**config.mk**
```make
export PLATFORM = sky130hd
export DESIGN_NAME = boundarycell
export DESIGN_NICKNAME = d
export VERILOG_FILES = /design/src/rtl/boundarycell.sv
export SDC_FILE = /design/constraint.sdc
export NUM_CORES = 1
export LEC_CHECK = 0
export ABC_AREA = 1
export ABC_CLOCK_PERIOD_IN_PS = 14600
export BUFFER_PORTS_ARGS = -buffer_cell sky130_fd_sc_hd__buf_2
export CAP_MARGIN = 0
export CORE_ASPECT_RATIO = 0.7
export CORE_MARGIN = 2
export CORE_UTILIZATION = 40
export CTS_CLUSTER_DIAMETER = 60
export DETAILED_ROUTE_END_ITERATION = 10
export GPL_TIMING_DRIVEN = 0
export SKIP_CTS_REPAIR_TIMING = 1
export SYNTH_ARGS = -nofsm -noshare
export SYNTH_HDL_FRONTEND = slang
export SYNTH_SLANG_ARGS = --single-unit
```
**constraint.sdc**
```tcl
create_clock -name clk -period 14.6 [get_ports clk]
set_input_delay 2.19 -clock clk [delete_from_list [all_inputs] [get_ports clk]]
set_output_delay 2.19 -clock clk [all_outputs]
set_load 0.1 [all_outputs]
```
**src/rtl/boundarycell.sv**
```systemverilog
// Boundary (diagonal) cell of the QRD-RLS systolic array.
// A Givens rotation annihilates each accepted sample xin against the stored
// diagonal element r. The cell then hands the rotation pair (c, s) to the
// internal cell on its right. r_new comes from a bit-serial restoring square
// root. c and s come from two restoring dividers that run side by side.
module boundarycell #(
    parameter int DATA_LENGTH = 8
) (
    input  logic                   clk,
    input  logic                   rst,
    input  logic                   ready_in,
    input  logic [DATA_LENGTH-1:0] xin,
    output logic [DATA_LENGTH-1:0] c_out,
    output logic [DATA_LENGTH-1:0] s_out,
    output logic                   ready_out,
    output logic                   busy,
    output logic [DATA_LENGTH-1:0] r_out
);

    localparam int N  = DATA_LENGTH;
    localparam int CW = $clog2(N + 2);
    localparam int SW = N + 3;
    localparam int DW = N + 1;

    localparam logic [N-1:0]  MAXV = {N{1'b1}};
    localparam logic [CW-1:0] LAST = CW'(N);
    localparam logic [CW-1:0] FIN  = CW'(N + 1);

    typedef enum logic [1:0] {IDLE, SQRT, DIV} state_t;
    typedef logic [SW-1:0] sq_rem_t;
    typedef logic [DW-1:0] dv_rem_t;

    state_t state, state_nx;

    logic [CW-1:0]  cnt;
    logic [N-1:0]   x_reg;
    logic [N-1:0]   r_reg;
    logic [2*N+1:0] sum_sh;
    logic [SW-1:0]  sq_rem;
    logic [N:0]     root;
    logic [DW-1:0]  dc_rem, ds_rem;
    logic [N:0]     dc_sh, ds_sh;
    logic [N:0]     qc, qs;

    logic [2*N+1:0] r_ext, x_ext, sum_init;
    logic [SW+1:0]  sq_cand, sq_trial;
    logic           sq_take;
    logic [N-1:0]   divisor;
    logic [DW:0]    dc_cand, ds_cand, div_ext;
    logic           dc_take, ds_take;

    assign busy  = (state != IDLE);
    assign r_out = r_reg;

    // One square-root step and one step of each divider, plus r^2 + x^2 for a newly accepted sample.
    // The root is held at all-ones once it no longer fits in DATA_LENGTH bits.
    always_comb begin
        r_ext    = {{(N+2){1'b0}}, r_reg};
        x_ext    = {{(N+2){1'b0}}, xin};
        sum_init = r_ext * r_ext + x_ext * x_ext;

        sq_cand  = {sq_rem, sum_sh[2*N+1:2*N]};
        sq_trial = {3'b000, root, 2'b01};
        sq_take  = (sq_cand >= sq_trial);

        divisor  = root[N] ? MAXV : root[N-1:0];
        div_ext  = {2'b00, divisor};
        dc_cand  = {dc_rem, dc_sh[N]};
        ds_cand  = {ds_rem, ds_sh[N]};
        dc_take  = (dc_cand >= div_ext);
        ds_take  = (ds_cand >= div_ext);
    end

    // Control state register
    always_ff @(posedge clk) begin
        if (rst) state <= IDLE;
        else     state <= state_nx;
    end

    // Next-state logic: accept only when idle, then run the root phase, then the divide phase
    always_comb begin
        state_nx = state;
        case (state)
            IDLE: if (ready_in)     state_nx = SQRT;
            SQRT: if (cnt == LAST)  state_nx = DIV;
            DIV:  if (cnt == FIN)   state_nx = IDLE;
            default:                state_nx = IDLE;
        endcase
    end

    // Datapath: latch the sample, iterate the root and divider bits, then publish results for one ready cycle.
    // Each divider starts at quotient bit N with remainder = dividend >> (N+1), i.e. operand >> 1.
    // The dividend is operand * 2^N. Because r_new >= both operands, this partial remainder is already below
    // the divisor, so N+1 quotient bits are enough.
    // When r_new is zero, both dividers are ignored and c = 1.0, s = 0 are published instead.
    always_ff @(posedge clk) begin
        if (rst) begin
            cnt       <= '0;
            x_reg     <= '0;
            r_reg     <= '0;
            sum_sh    <= '0;
            sq_rem    <= '0;
            root      <= '0;
            dc_rem    <= '0;
            ds_rem    <= '0;
            dc_sh     <= '0;
            ds_sh     <= '0;
            qc        <= '0;
            qs        <= '0;
            c_out     <= '0;
            s_out     <= '0;
            ready_out <= 1'b0;
        end else begin
            ready_out <= 1'b0;
            case (state)
                IDLE: begin
                    if (ready_in) begin
                        x_reg  <= xin;
                        sum_sh <= sum_init;
                        sq_rem <= '0;
                        root   <= '0;
                        cnt    <= '0;
                    end
                end
                SQRT: begin
                    sum_sh <= {sum_sh[2*N-1:0], 2'b00};
                    sq_rem <= sq_take ? sq_rem_t'(sq_cand - sq_trial) : sq_rem_t'(sq_cand);
                    root   <= {root[N-1:0], sq_take};
                    if (cnt == LAST) begin
                        cnt    <= '0;
                        dc_rem <= {2'b00, r_reg[N-1:1]};
                        ds_rem <= {2'b00, x_reg[N-1:1]};
                        dc_sh  <= {r_reg[0], {N{1'b0}}};
                        ds_sh  <= {x_reg[0], {N{1'b0}}};
                        qc     <= '0;
                        qs     <= '0;
                    end else begin
                        cnt <= cnt + 1'b1;
                    end
                end
                DIV: begin
                    if (cnt == FIN) begin
                        if (divisor == '0) begin
                            c_out <= MAXV;
                            s_out <= '0;
                        end else begin
                            c_out <= qc[N] ? MAXV : qc[N-1:0];
                            s_out <= qs[N] ? MAXV : qs[N-1:0];
                        end
                        r_reg     <= divisor;
                        ready_out <= 1'b1;
                        cnt       <= '0;
                    end else begin
                        dc_rem <= dc_take ? dv_rem_t'(dc_cand - div_ext) : dv_rem_t'(dc_cand);
                        ds_rem <= ds_take ? dv_rem_t'(ds_cand - div_ext) : dv_rem_t'(ds_cand);
                        dc_sh  <= {dc_sh[N-1:0], 1'b0};
                        ds_sh  <= {ds_sh[N-1:0], 1'b0};
                        qc     <= {qc[N-1:0], dc_take};
                        qs     <= {qs[N-1:0], ds_take};
                        cnt    <= cnt + 1'b1;
                    end
                end
                default: cnt <= '0;
            endcase
        end
    end

endmodule

```
* Yosys cells after proc, flatten, opt, wreduce, memory -nomap -nowiden
Index checks and enable logic that the tools add are counted.
Operators by class: add/subtract/negate cells 5, $mul 2, magnitude comparators 3, equality and inequality tests 8, mux-type cells 40, bitwise logic cells 1, reduce and logical (&&, ||, !) cells 11
Operators by type and width (count):
- $mux W9 | 14
- $pmux W9 S2 | 7
- $mux W8 | 5
- $pmux W18 S2 | 1
- $mul A8 B8 Y16 | 2
- $mux W11 | 2
- $pmux W11 S2 | 1
- $ge A10 B8 Y1 | 2
- $mux W18 | 1
- $sub A9 B8 Y9 | 2
- $add A16 B16 Y17 | 1
- $ge A13 B11 Y1 | 1
- $mux W4 | 3
- $pmux W4 S3 | 1
- $sub A11 B11 Y11 | 1
- $eq A4 B4 Y1 const B | 2
- $logic_not A8 Y1 | 1
- $ne A2 B2 Y1 const B | 4
- $mux W2 | 3
- $pmux W2 S3 | 1
- $reduce_and A2 Y1 | 3
- $reduce_and A3 Y1 | 2
- $reduce_bool A2 Y1 | 3
- $add A4 B1 Y4 const B | 1
- other kinds (6) | 6
Word-level totals: bits in registers 131, bits of input ports 11, output and inout bits 26, word-level logic and storage cells 86

* Logic depth before layout (Yosys ltp)
depth in word-level cells 5, depth in mapped cells 26, mapped depth without buffers 25

* Worst setup path before layout
Ideal clock, no wire load.
path kind in2reg, from input xin[2], to register sum_sh[11], library setup time 0.135 ns, arrival 6.768 ns, required time 14.465 ns, path slack 7.697 ns, stages on the path 20, path buffers 1, path through clkbuf_1 -> nand2_1 -> fa_1 -> inv_1 -> fa_1 -> fa_1 -> fa_1 -> fa_1 -> inv_1 -> fa_1 -> inv_1 -> ha_1 -> nand2_1 -> inv_1 -> nand2_1 -> nand2_1 -> a21oi_1 -> nor2_1 -> o21ai_0 -> a21oi_1
On the way: cells in the longest elaborated chain, start to end 4
RTL lines:
- start: declaration | RTL line 12 | input logic [DATA_LENGTH-1:0] xin,
- $mul A8 B8 Y16 | RTL line 60 | sum_init = r_ext * r_ext + x_ext * x_ext;
- $add A16 B16 Y17 | RTL line 60
- $mux W18 | RTL line 117 | if (ready_in) begin
- $pmux W18 S2 | RTL line 115 | case (state)
- end signal: assignment | RTL line 119 | sum_sh <= sum_init;
- end signal: assignment | RTL line 126 | sum_sh <= {sum_sh[2*N-1:0], 2'b00};
- end: declaration | RTL line 38 | logic [2*N+1:0] sum_sh;
No other way between the ends. The select of a mux whose other input is x is not followed. A chain may end at the register's enable or synchronous reset.

* Final worst setup path
from input xin[5], to register sum_sh[13]
Same word-level chain as after synthesis.

==> summary.md <==
| Metric | Value |
|---|---|
| CTS sink cnt | `115` |
| Status | `finished clean` |
| WP data arrival | `7.46 ns` |
| Number of global-route vias before repair | `8,223` |
| Yosys Warn Count | `0` |
| Register-to-register setup slack | `8.85 ns` |
| Final ANT Viol Nets | `0` |
| Hold Crit Start | `ds_rem[8]` |
| Worst-Margin Slew | `0.691 ns` |
| Via density | `slightly above 5` |
| DR WL met3 | `1350 um` |
| Setup TNS Final | `0 ns` |
| Ys async rst share | `0` |
| Top Registers | `sum_sh x18, sq_rem x11` |
| Wirelength, routed | `26,200 um` |
| Worst hold slack | `~0.47 ns` |
| Worst setup margin | `7.42 ns` |
| Core Rows | `48` |
| Total GRT Usage | `0.211` |
| Wl on met1 | `14,000 um` |
| Hold Path Depth | `2` |
| Post-DP HPWL | `20,700 um` |
| Hold path endpoint | `ds_rem[8]` |
| FF+latch count, synth | `115` |
| Number of synthesized flops with an enable pin | `0` |
| Layout area overhead | `11.4%` |
| Count leader, synth | `nand2_1` |
| Top cells by area, synth | `dfxtp_1, fa_1, ha_1` |
| Clock latency on the worst-skew pair | `0.42 ns` |
| FF-to-FF End | `sum_sh[13]` |
| Core footprint | `24,600 sq um` |
| R2R Path Start | `r_out[4]` |
| Syn Inst Count | `1,358` |
| Pwr Density | `202 nW/um^2` |
| MaxCap Viol Count | `0` |
| Seq/Total Area, Yosys | `0.230` |
| Share of the synthesized area in the top cell type | `0.230` |
| Number of remaining DRC errors | `0` |
| First-pass GRT wire length | `43,100 um` |
| Grt ovf | `0` |
| Top_reg_cell synth | `dfxtp_1` |
| Initial Util | `0.407` |
| Layout cells sized above 1 | `0.0999` |
| Hold crit path type | `reg2reg` |
| Syn Std Cell Area | `9990 sq um` |
| Critical path startpoint | `xin[5]` |
| Worst Clk Skew | `0.00890 ns` |
| Top Metal Used | `met4` |
| CTS root buf | `clkbuf_16` |
| Initial DRC Count | `638` |
| Worst VDD drop | `328 uV` |
| Max FFs per register | `18` |
| Met2 WL | `around 11,000 um` |
| Worst slew margin | `0.537` |
| Syn Area/Cell | `7.36 sq um` |
| Pre-CTS setup slack | `7.00 ns` |
| CTS tree | `built` |
| Max Freq | `139 MHz` |
| Ratio of final minimum period to clock period | `0.492` |
| Total CTS buffers | `17` |
| I/O Buffers | `31` |
| Nets | `1,586` |
| RSZ-0062 raised after global routing | `no` |
| Final setup vio count | `0` |
| Leak | `about 0.0056 uW` |
| CP Max Fanout | `10` |
| Routed wire length per instance | `15.0 um` |
| Tmin final | `7.18 ns` |
| Synthesized Nets | `around 1,500` |
| Synth cell count leaders | `nand2_1, inv_1, a21oi_1` |
| Initial antenna violation count | `0` |
| Design Area, Final | `11,100 sq um` |
| # IOs | `37` |
| Crit path kind | `in2reg` |
| Max Slew Vio Count | `0` |
| Dpl cell area | `10,600 sq um` |
| Final Wtd Congestion | `roughly 0.88` |
| Crit path launch type | `primary input` |
| DR vias | `8,802` |
| DIE AREA | `26,300 sq um` |
| Ant diodes | `0` |
| Yosys cell types | `41` |
| Worst EP required | `14.87 ns` |
| Die extent in y | `136 um` |
| Most flops, register | `sum_sh` |
| H-tree Lvls | `4` |
| Die W | `slightly below 200 um` |
| Area leader, netlist | `dfxtp_1` |
| CP Capture Type | `flop` |
| DRT Pass-1 Iters | `5` |
| Fin. Hold Viols | `0` |
| Clk buf depth | `2` |
| Clock slew at the register clock pins of the worst setup and hold paths | `0.05 ns` |
| Register-to-Register Path Depth | `20` |
| Largest net degree at the start of global routing | `17` |
## routing by layer
metal,vias to the layer above,track usage
met5,-,0
met4,0,0.0445
met3,20,0.0266
met2,196,0.302
met1,4171,0.333
li1,4415,-
## through the flow
stage	std cells	utilization	power (uW)
after CTS	1746	0.453	2250
final	1746	0.453	2250
after global placement	1714	0.430	1820
after floorplan	1358	-	1520
after detailed placement	1714	0.430	1830
after global routing	1746	0.453	2470
## cell usage in the layout, fill, tap and decap left out, drive strengths merged
master	n
nand4	20
a21o	1
nor4	1
xnor2	14
inv	234
nor2	105
nand3	60
ha	89
fa	78
buf	56
and3	1
or2	2
clkinvlp	2
a22oi	16
nor3	12
o21bai	4
dfxtp	115
nand2	292
o21ai	76
bufinv	2
nand3b	6
a31oi	4
o211ai	11
a21oi	139
xor2	11
clkbuf	62
clkinv	5
a211oi	3
## cell type report
cell class | instances | area (sq um)
clock inverter | 9 | 104
multi-input combinational | 945 | 6500
inverter | 234 | 878
sequential | 115 | 2300
tap | 325 | 407
clock buffer | 23 | 478
timing repair buffer | 31 | 155
buffer | 64 | 307
fill | 2494 | 13400
## worst max path at each step
| stage | end | cells past startpoint |
|---|---|---|
| 5_1_grt | sum_sh[13] | 21 |
| 3_3_place_gp | sum_sh[13] | 21 |
| 6_report | sum_sh[13] | 21 |
| 2_1_floorplan | sum_sh[11] | 20 |
| 4_1_cts | sum_sh[16] | 23 |
| 3_5_place_dp | sum_sh[16] | 23 |
## power breakdown
| group | switching, uW | internal, uW | leakage, uW |
|---|---|---|---|
| combinational | 911 | 506 | 0.00439 |
| clock | 150 | 264 | 0.000283 |
| sequential | 45.5 | 375 | 0.000935 |
| total | 1110 | 1140 | 0.00561 |
## critical path, stage by stage
cell      delay [ns]
buf_2           0.09
clkbuf_1        0.44
nand2_1         0.10
inv_1           0.12
fa_1            0.45
fa_1            0.52
fa_1            0.54
fa_1            0.54
fa_1            0.58
inv_1           0.07
fa_1            0.53
inv_1           0.04
ha_1            0.35
nand2_1         0.15
a21oi_1         0.06
o21ai_0         0.30
nand3_1         0.11
nand2_1         0.08
nand3_1         0.07
nand2_1         0.08
a21oi_1         0.05
## logic make-up (layout without fill, tap and decap cells)
family,after synthesis,count (layout),synth area share
DFF,115,115,0.230
buffers and inverters,298,361,0.119
adders and majority gates,167,167,0.268
AOI/OAI and AO/OA,254,254,0.146
xor gates and xnor gates,25,25,0.0219
and+or+nand+nor,499,499,0.215
Power figures use the tool's default switching activity.
